## src/rtl/register_read_ports.sv

```systemverilog
`default_nettype none
// ============================================================================
// Module      : register_read_ports
// Description : 32-entry architectural register file with two read ports
//               (rs1/rs2), a valid/ready request channel, a one-entry
//               registered output buffer and same-cycle write-to-read bypass.
// Revision    : 1.0  initial release
// ============================================================================
module register_read_ports #(
  parameter int XLEN    = 32,
  parameter bit ZERO_X0 = 1'b1
) (
  input  logic            clk,
  input  logic            reset_n,
  input  logic [XLEN-1:0] writeData,
  input  logic [31:0]     registerEnable,
  input  logic            req_valid,
  output logic            req_ready,
  input  logic [4:0]      rs1,
  input  logic [4:0]      rs2,
  output logic            rd_valid,
  input  logic            rd_ready,
  output logic [XLEN-1:0] rdata1,
  output logic [XLEN-1:0] rdata2
);

  logic [XLEN-1:0] regs_q [32];
  logic [XLEN-1:0] regs_d [32];
  logic            rd_valid_q, rd_valid_d;
  logic [XLEN-1:0] rdata1_q, rdata1_d;
  logic [XLEN-1:0] rdata2_q, rdata2_d;
  logic [XLEN-1:0] w_value1, w_value2;
  logic            w_accept;

  // The output buffer can take a new result when empty or being drained now.
  assign req_ready = !rd_valid_q || rd_ready;
  assign w_accept  = req_valid && req_ready;

  // Storage update: every enabled register loads the broadcast data; x0 may be hardwired.
  always_comb begin
    for (int i = 0; i < 32; i++) begin
      regs_d[i] = regs_q[i];
      if (registerEnable[i] && !(ZERO_X0 && (i == 0))) begin
        regs_d[i] = writeData;
      end
    end
  end

  // Operand selection: x0 zero, then same-cycle forwarding, then stored contents.
  always_comb begin
    w_value1 = regs_q[rs1];
    if (ZERO_X0 && (rs1 == 5'd0)) begin
      w_value1 = '0;
    end else if (registerEnable[rs1]) begin
      w_value1 = writeData;
    end
    w_value2 = regs_q[rs2];
    if (ZERO_X0 && (rs2 == 5'd0)) begin
      w_value2 = '0;
    end else if (registerEnable[rs2]) begin
      w_value2 = writeData;
    end
  end

  // Output buffer: load on accept, drop valid on drain, otherwise hold the snapshot.
  always_comb begin
    rd_valid_d = rd_valid_q;
    rdata1_d   = rdata1_q;
    rdata2_d   = rdata2_q;
    if (w_accept) begin
      rd_valid_d = 1'b1;
      rdata1_d   = w_value1;
      rdata2_d   = w_value2;
    end else if (rd_valid_q && rd_ready) begin
      rd_valid_d = 1'b0;
    end
  end

  // State registers with asynchronous clear of storage and pending result.
  always_ff @(posedge clk or negedge reset_n) begin
    if (!reset_n) begin
      for (int i = 0; i < 32; i++) begin
        regs_q[i] <= '0;
      end
      rd_valid_q <= 1'b0;
      rdata1_q   <= '0;
      rdata2_q   <= '0;
    end else begin
      for (int i = 0; i < 32; i++) begin
        regs_q[i] <= regs_d[i];
      end
      rd_valid_q <= rd_valid_d;
      rdata1_q   <= rdata1_d;
      rdata2_q   <= rdata2_d;
    end
  end

  assign rd_valid = rd_valid_q;
  assign rdata1   = rdata1_q;
  assign rdata2   = rdata2_q;

endmodule
`default_nettype wire
```

## config.mk

```make
export PLATFORM = sky130hd
export DESIGN_NAME = register_read_ports
export DESIGN_NICKNAME = d
export VERILOG_FILES = /design/src/rtl/register_read_ports.sv
export SDC_FILE = /design/constraint.sdc
export NUM_CORES = 2
export LEC_CHECK = 0
export ABC_AREA = 0
export BUFFER_PORTS_ARGS = -buffer_cell sky130_fd_sc_hd__buf_4
export CAP_MARGIN = 15
export CORE_MARGIN = 2
export CORE_UTILIZATION = 50
export DETAILED_ROUTE_END_ITERATION = 8
export PLACE_DENSITY = 0.75
export REMOVE_ABC_BUFFERS = 1
export SLEW_MARGIN = 20
export SYNTH_ARGS = -nofsm -noshare
export SYNTH_HDL_FRONTEND = slang
export SYNTH_SLANG_ARGS = --single-unit
```

## constraint.sdc

```tcl
create_clock -name clk -period 4 [get_ports clk]
set_clock_uncertainty 0.2 [all_clocks]
set_input_delay 0.8 -clock clk [delete_from_list [all_inputs] [get_ports clk]]
set_output_delay 0.8 -clock clk [all_outputs]
set_load 0.03 [all_outputs]
```

Word-level counts from Yosys, hierarchy flattened
Index checks and enable logic that the tools add are counted.
W data, S select, Z words.
{ "word_totals": {"register_bits": 1057, "latchBits": 0, "ramBits": 0, "mem_bits_ro": 0, "in_bits": 78, "out_inout_bits": 66, "elab_cells": 63, "memories": 0} }
{ "classes": {"add_sub_neg": 0, "multipliers": 0, "n_div": 0, "order_cmp": 4, "n_eq_ne": 0, "shifts": 0, "n_mux": 16, "bitwise_logic": 2, "reduce_logical": 7} }
{ "op_table": {"columns": ["operator", "count"], "rows": [
  ["$bmux W32 S5", 2],
  ["$mux W32", 8],
  ["$ge A6 B6 Y1 const B", 2],
  ["$lt A5 B6 Y1 const B", 2],
  ["$not A5 Y6", 2],
  ["$bmux W1 S5", 2],
  ["$logic_not A5 Y1", 2],
  ["$mux W1", 4],
  ["$logic_and A1 B1 Y1", 2],
  ["$reduce_bool A2 Y1", 1],
  ["$logic_not A1 Y1", 1],
  ["$logic_or A1 B1 Y1", 1]
]} }

Longest topological paths before layout
{ "logic_depth": {"word_depth": 6, "depth_mapped": 10, "mapped_depth_nobuf": 5} }

Worst setup path before layout
OpenSTA, ideal clock, no wires.
{ "synth_path": {"kind": "input port to flip-flop", "start": "input port rs2[0]", "end": "register rdata2_q[13], in the netlist rdata2[13]", "setup_ns": 0.142, "arrival_ns": 2.747, "required_time_ns": 3.658, "slack_ns": 0.910, "cell_stages": 6, "n_path_buf": 2, "path_cell_list": "buf_2 clkbuf_1 mux4_2 mux4_2 o21ai_0 o221ai_1"} }
{ "synth_between": {"elab_chain_cells": 6, "word_cells_on_any_way": 9, "cone_classes": "7 x mux; 1 x bitwise; 1 x reduce/logical"} }
{ "synth_rtl": {"columns": ["element", "line", "source"], "rows": [
  ["from (decl)", "20", "input logic [4:0] rs2,"],
  ["$not A5 Y6 (implied by the code)", "57", "w_value2 = regs_q[rs2];"],
  ["$bmux W32 S5", "57", null],
  ["$mux W32 (implied by the code) (2 in series)", "57", null],
  ["$mux W32", "60", "end else if (registerEnable[rs2]) begin"],
  ["$mux W32 *", "58", "if (ZERO_X0 && (rs2 == 5'd0)) begin"],
  ["to (signal assigned)", "94", "rdata2_q <= rdata2_d;"],
  ["to (decl)", "31", "logic [XLEN-1:0] rdata2_q, rdata2_d;"]
]} }
Mark *: on every way between the ends. The rest lies on a longest branch, timed or not. The select of a mux whose other input is x is not followed.
A chain may end at the register's enable or synchronous reset.

Worst setup path in the final report
{ "layout_path": {"start": "register rd_valid_q, in the netlist rd_valid", "end": "register rdata1_q[31], in the netlist rdata1[31]"} }
{ "layout_between": {"elab_chain_cells": 3} }
{ "layout_rtl": {"columns": ["element", "line", "source"], "rows": [
  ["from (decl)", "29", "logic rd_valid_q, rd_valid_d;"],
  ["from (signal assigned)", "92", "rd_valid_q <= rd_valid_d;"],
  ["$logic_not A1 Y1", "36", "assign req_ready = !rd_valid_q || rd_ready;"],
  ["$logic_or A1 B1 Y1", "36", null],
  ["$logic_and A1 B1 Y1", "37", "assign w_accept = req_valid && req_ready;"],
  ["to (signal assigned)", "93", "rdata1_q <= rdata1_d;"],
  ["to (decl)", "30", "logic [XLEN-1:0] rdata1_q, rdata1_d;"]
]} }
Every way passes these cells.

==> results by group <==
Run status
  – Run status: finished clean

STA
  – RSZ-0062 raised after global routing: no
  – Fin crit share: 73.3%
  – Final Hold Fails: 0
  – Slew margin rel.: 22.4%
  – Final Slew Violations: 0
  – Slew @ Worst Pin: 1.16 ns
  – Final setup margin: 1.07 ns
  – # setup viols final: 0
  – Max frequency: 0.341 GHz
  – Hold_ws: 0.149 ns
  – Final min period: 2.93 ns

Critical path
  – Setup CP Type: reg2reg
  – FF-to-FF path depth: 6
  – Crit path max fanout: 15
  – Crit path arrival time: 3.34 ns
  – CP startpoint kind: flip-flop
  – Crit. End Element: flip-flop
  – R2R Setup Slk: 1.07 ns
  – Req. time, crit path: 4.41 ns

Detailed routing
  – Total Wirelength: 182 mm
  – Initial DRT Pass Iterations: 6
  – Total number of vias: 37,400
  – DRC: 0
  – Initial DRC count: 4,821
  – DR vias/cell: 6.99
  – Routed len/inst: 34.1 um
  – Number of routed nets with antenna violations: 0

Pwr
  – Pwr per Cell Area: 470 nW/um^2
  – Static Leak: 25.2 nW
  – Peak VDD IR: 0.393 mV

Clocking
  – Clk Latency, worst-skew pair: 0.73 ns
  – CTS tree: built
  – CTS buffer count: 112
  – H-tree levels: 3
  – Bufs on Longest Clock Path: 3
  – Clock transition at the registers of the reported paths: 0.06 ns
  – CTS-repair resized insts: 0
  – CTS root buf: clkbuf_16
  – Clk sinks: 1,057

Die
  – Die area: 114,000 um^2
  – Row count: 122
  – # IOs: 144
  – Core Area: 111,000 um^2
  – Initial Util: 50.4%
  – Die height: 338 um
  – Die width: 338 um

Yosys
  – Post-synth cell types: 48
  – Ys Warns: 0
  – Seq/Total Area, Yosys: 47.3%
  – Post-Synth XOR/XNOR Area: 0%
  – Fraction of registers with async set/reset: 100%
  – Syn Area/Cell: 14.8 um^2
  – Synth Area in Adders: 0%
  – Mapped cell area: 55,900 um^2
  – Multiplexer share of the synthesized area: 42.5%
  – Largest family of logic cells by synthesized area: multiplexers
  – Synthesized flop and latch total: 1,057
  – Synth Area in Simple Gates: 1.87%
  – Post-synthesis compound-gate area fraction: 4.93%
  – Ys flop type: dfrtp_1
  – Synth Instances: 3,770
  – Number of synthesized flops with an enable pin: 0

Placement
  – Dpl cells: 5,134
  – Post-DP HPWL: 106 mm
  – PortBufs: 143
  – Place WS: 0.422 ns
  – Routability cong.: 0.848

Finish
  – Post-route insts no fill: 5,347
  – Area Growth Syn to Fin: 12.3%
  – Most frequent cells in the layout: mux2_2, dfrtp_1, mux4_2
  – Share of cells above drive strength 1: 53.4%
  – Nets: 3,839
  – Commonest non-fill, non-tap cell in the layout: mux2_2

Global route
  – Number of global-route vias before repair: 38,600
  – Grt ovf: 0
  – First-pass GRT wire length: 269 mm
  – Initial antenna violation count: 11
  – Tot GR Track Use: 31.8%
  – Largest net degree at the start of global routing: 102

Hold path
  – Hold WC Path Type: in2reg
  – Hold Path Cell Cnt: 2

Run
  – Total of max-cap violations: 0
[synth_stat cells (all sizes together) (2+ instances only)]
cell     number  share of area, %
o221ai       65               1.4
nor2         81              0.54
a22o         33              0.52
a22oi        35              0.47
dfrtp      1057                47
clkbuf      339               2.3
and3          2             0.022
o21ai        45              0.40
mux4        468                19
mux2       1059                21
mux2i       130               2.3
inv          36              0.24
a21oi         6             0.054
and4          6             0.094
nor2b         8             0.090
nand2       104              0.70
o31ai        21              0.28
a32o          6              0.11
nand3b        2             0.027
o22ai        94               1.1
nand2b        5             0.056
nand3        14              0.13
nor3          5             0.045
a221oi       30              0.47
buf          92              0.84
a211oi        4             0.076
a2111oi       3             0.049
nand4         8             0.090
[per-stage QoR]
step           area [um^2]  utilization, %  TNS (ns)  power (mW)
2_1_floorplan        54200               -   -111.33        16.0
3_3_place_gp         58900            53.2         0        18.5
3_5_place_dp         58900            53.2         0        18.6
4_1_cts              62800            56.6         0        29.5
5_1_grt              62800            56.6         0        30.4
6_report             62800            56.6         0        29.5
[state kept, by name, indices dropped and copies added, names as in the netlist]
name,count
regs_q,992
rdata1,32
rdata2,32
rd_valid,1
[worst max-delay path: stages (launching register included)]
cell	delay (ns)
dfrtp_1	0.39
nand2b_1	0.33
nand2_4	0.12
a2111oi_1	1.03
a211oi_4	0.17
buf_4	0.33
o221ai_1	0.22
[cell families after synthesis]
logic type	Yosys count
AOI/OAI and AO/OA	348
buffers and inverters	467
DFF	1057
muxes	1657
and+or+nand+nor	241
[timing repair]
action	in CTS	in global routing
hold endpoints to repair	48	0
setup buffers	0	0
hold buffers	1	0
[metal layers]
| metal | vias to the layer above | global-route usage (%) | share of wire [%] |
|---|---|---|---|
| met1 | 20000 | 42.6 | 38 |
| met3 | 563 | 8.97 | 11 |
| met5 | - | 0 | 0.030 |
| met4 | 8 | 15.8 | 5.5 |
| met2 | 2227 | 48.0 | 45 |
| li1 | 14500 | - | - |
[layout make-up]
class	instances	area [um^2]
diodes	4	10.0
clock buffers	161	3210
clock inverters	47	616
fillers	8630	48100
inverters	36	136
multi-input cells	2246	27600
flip-flops and latches	1057	26500
well taps	1488	1860
repair buffers	308	2850
[path summary, 6_finish.rpt]
check                                            start                       to
worst max-delay path              rd_valid$_DFFE_PN0P_   rdata1[31]$_DFFE_PN0P_
worst min-delay path                         req_valid     rd_valid$_DFFE_PN0P_
worst max register to register    rd_valid$_DFFE_PN0P_   rdata1[31]$_DFFE_PN0P_
worst min register to register  rdata1[23]$_DFFE_PN0P_   rdata1[23]$_DFFE_PN0P_
max in group asynchronous                      reset_n  regs_q[484]$_DFFE_PN0P_
min in group asynchronous                      reset_n  regs_q[636]$_DFFE_PN0P_
[where the power goes]
part	switching [mW]	internal, mW
Combinational	2.86	2.85
Sequential	1.00	11.9
Clock	4.54	6.36
Note: power is estimated with default switching activity, not from simulation.
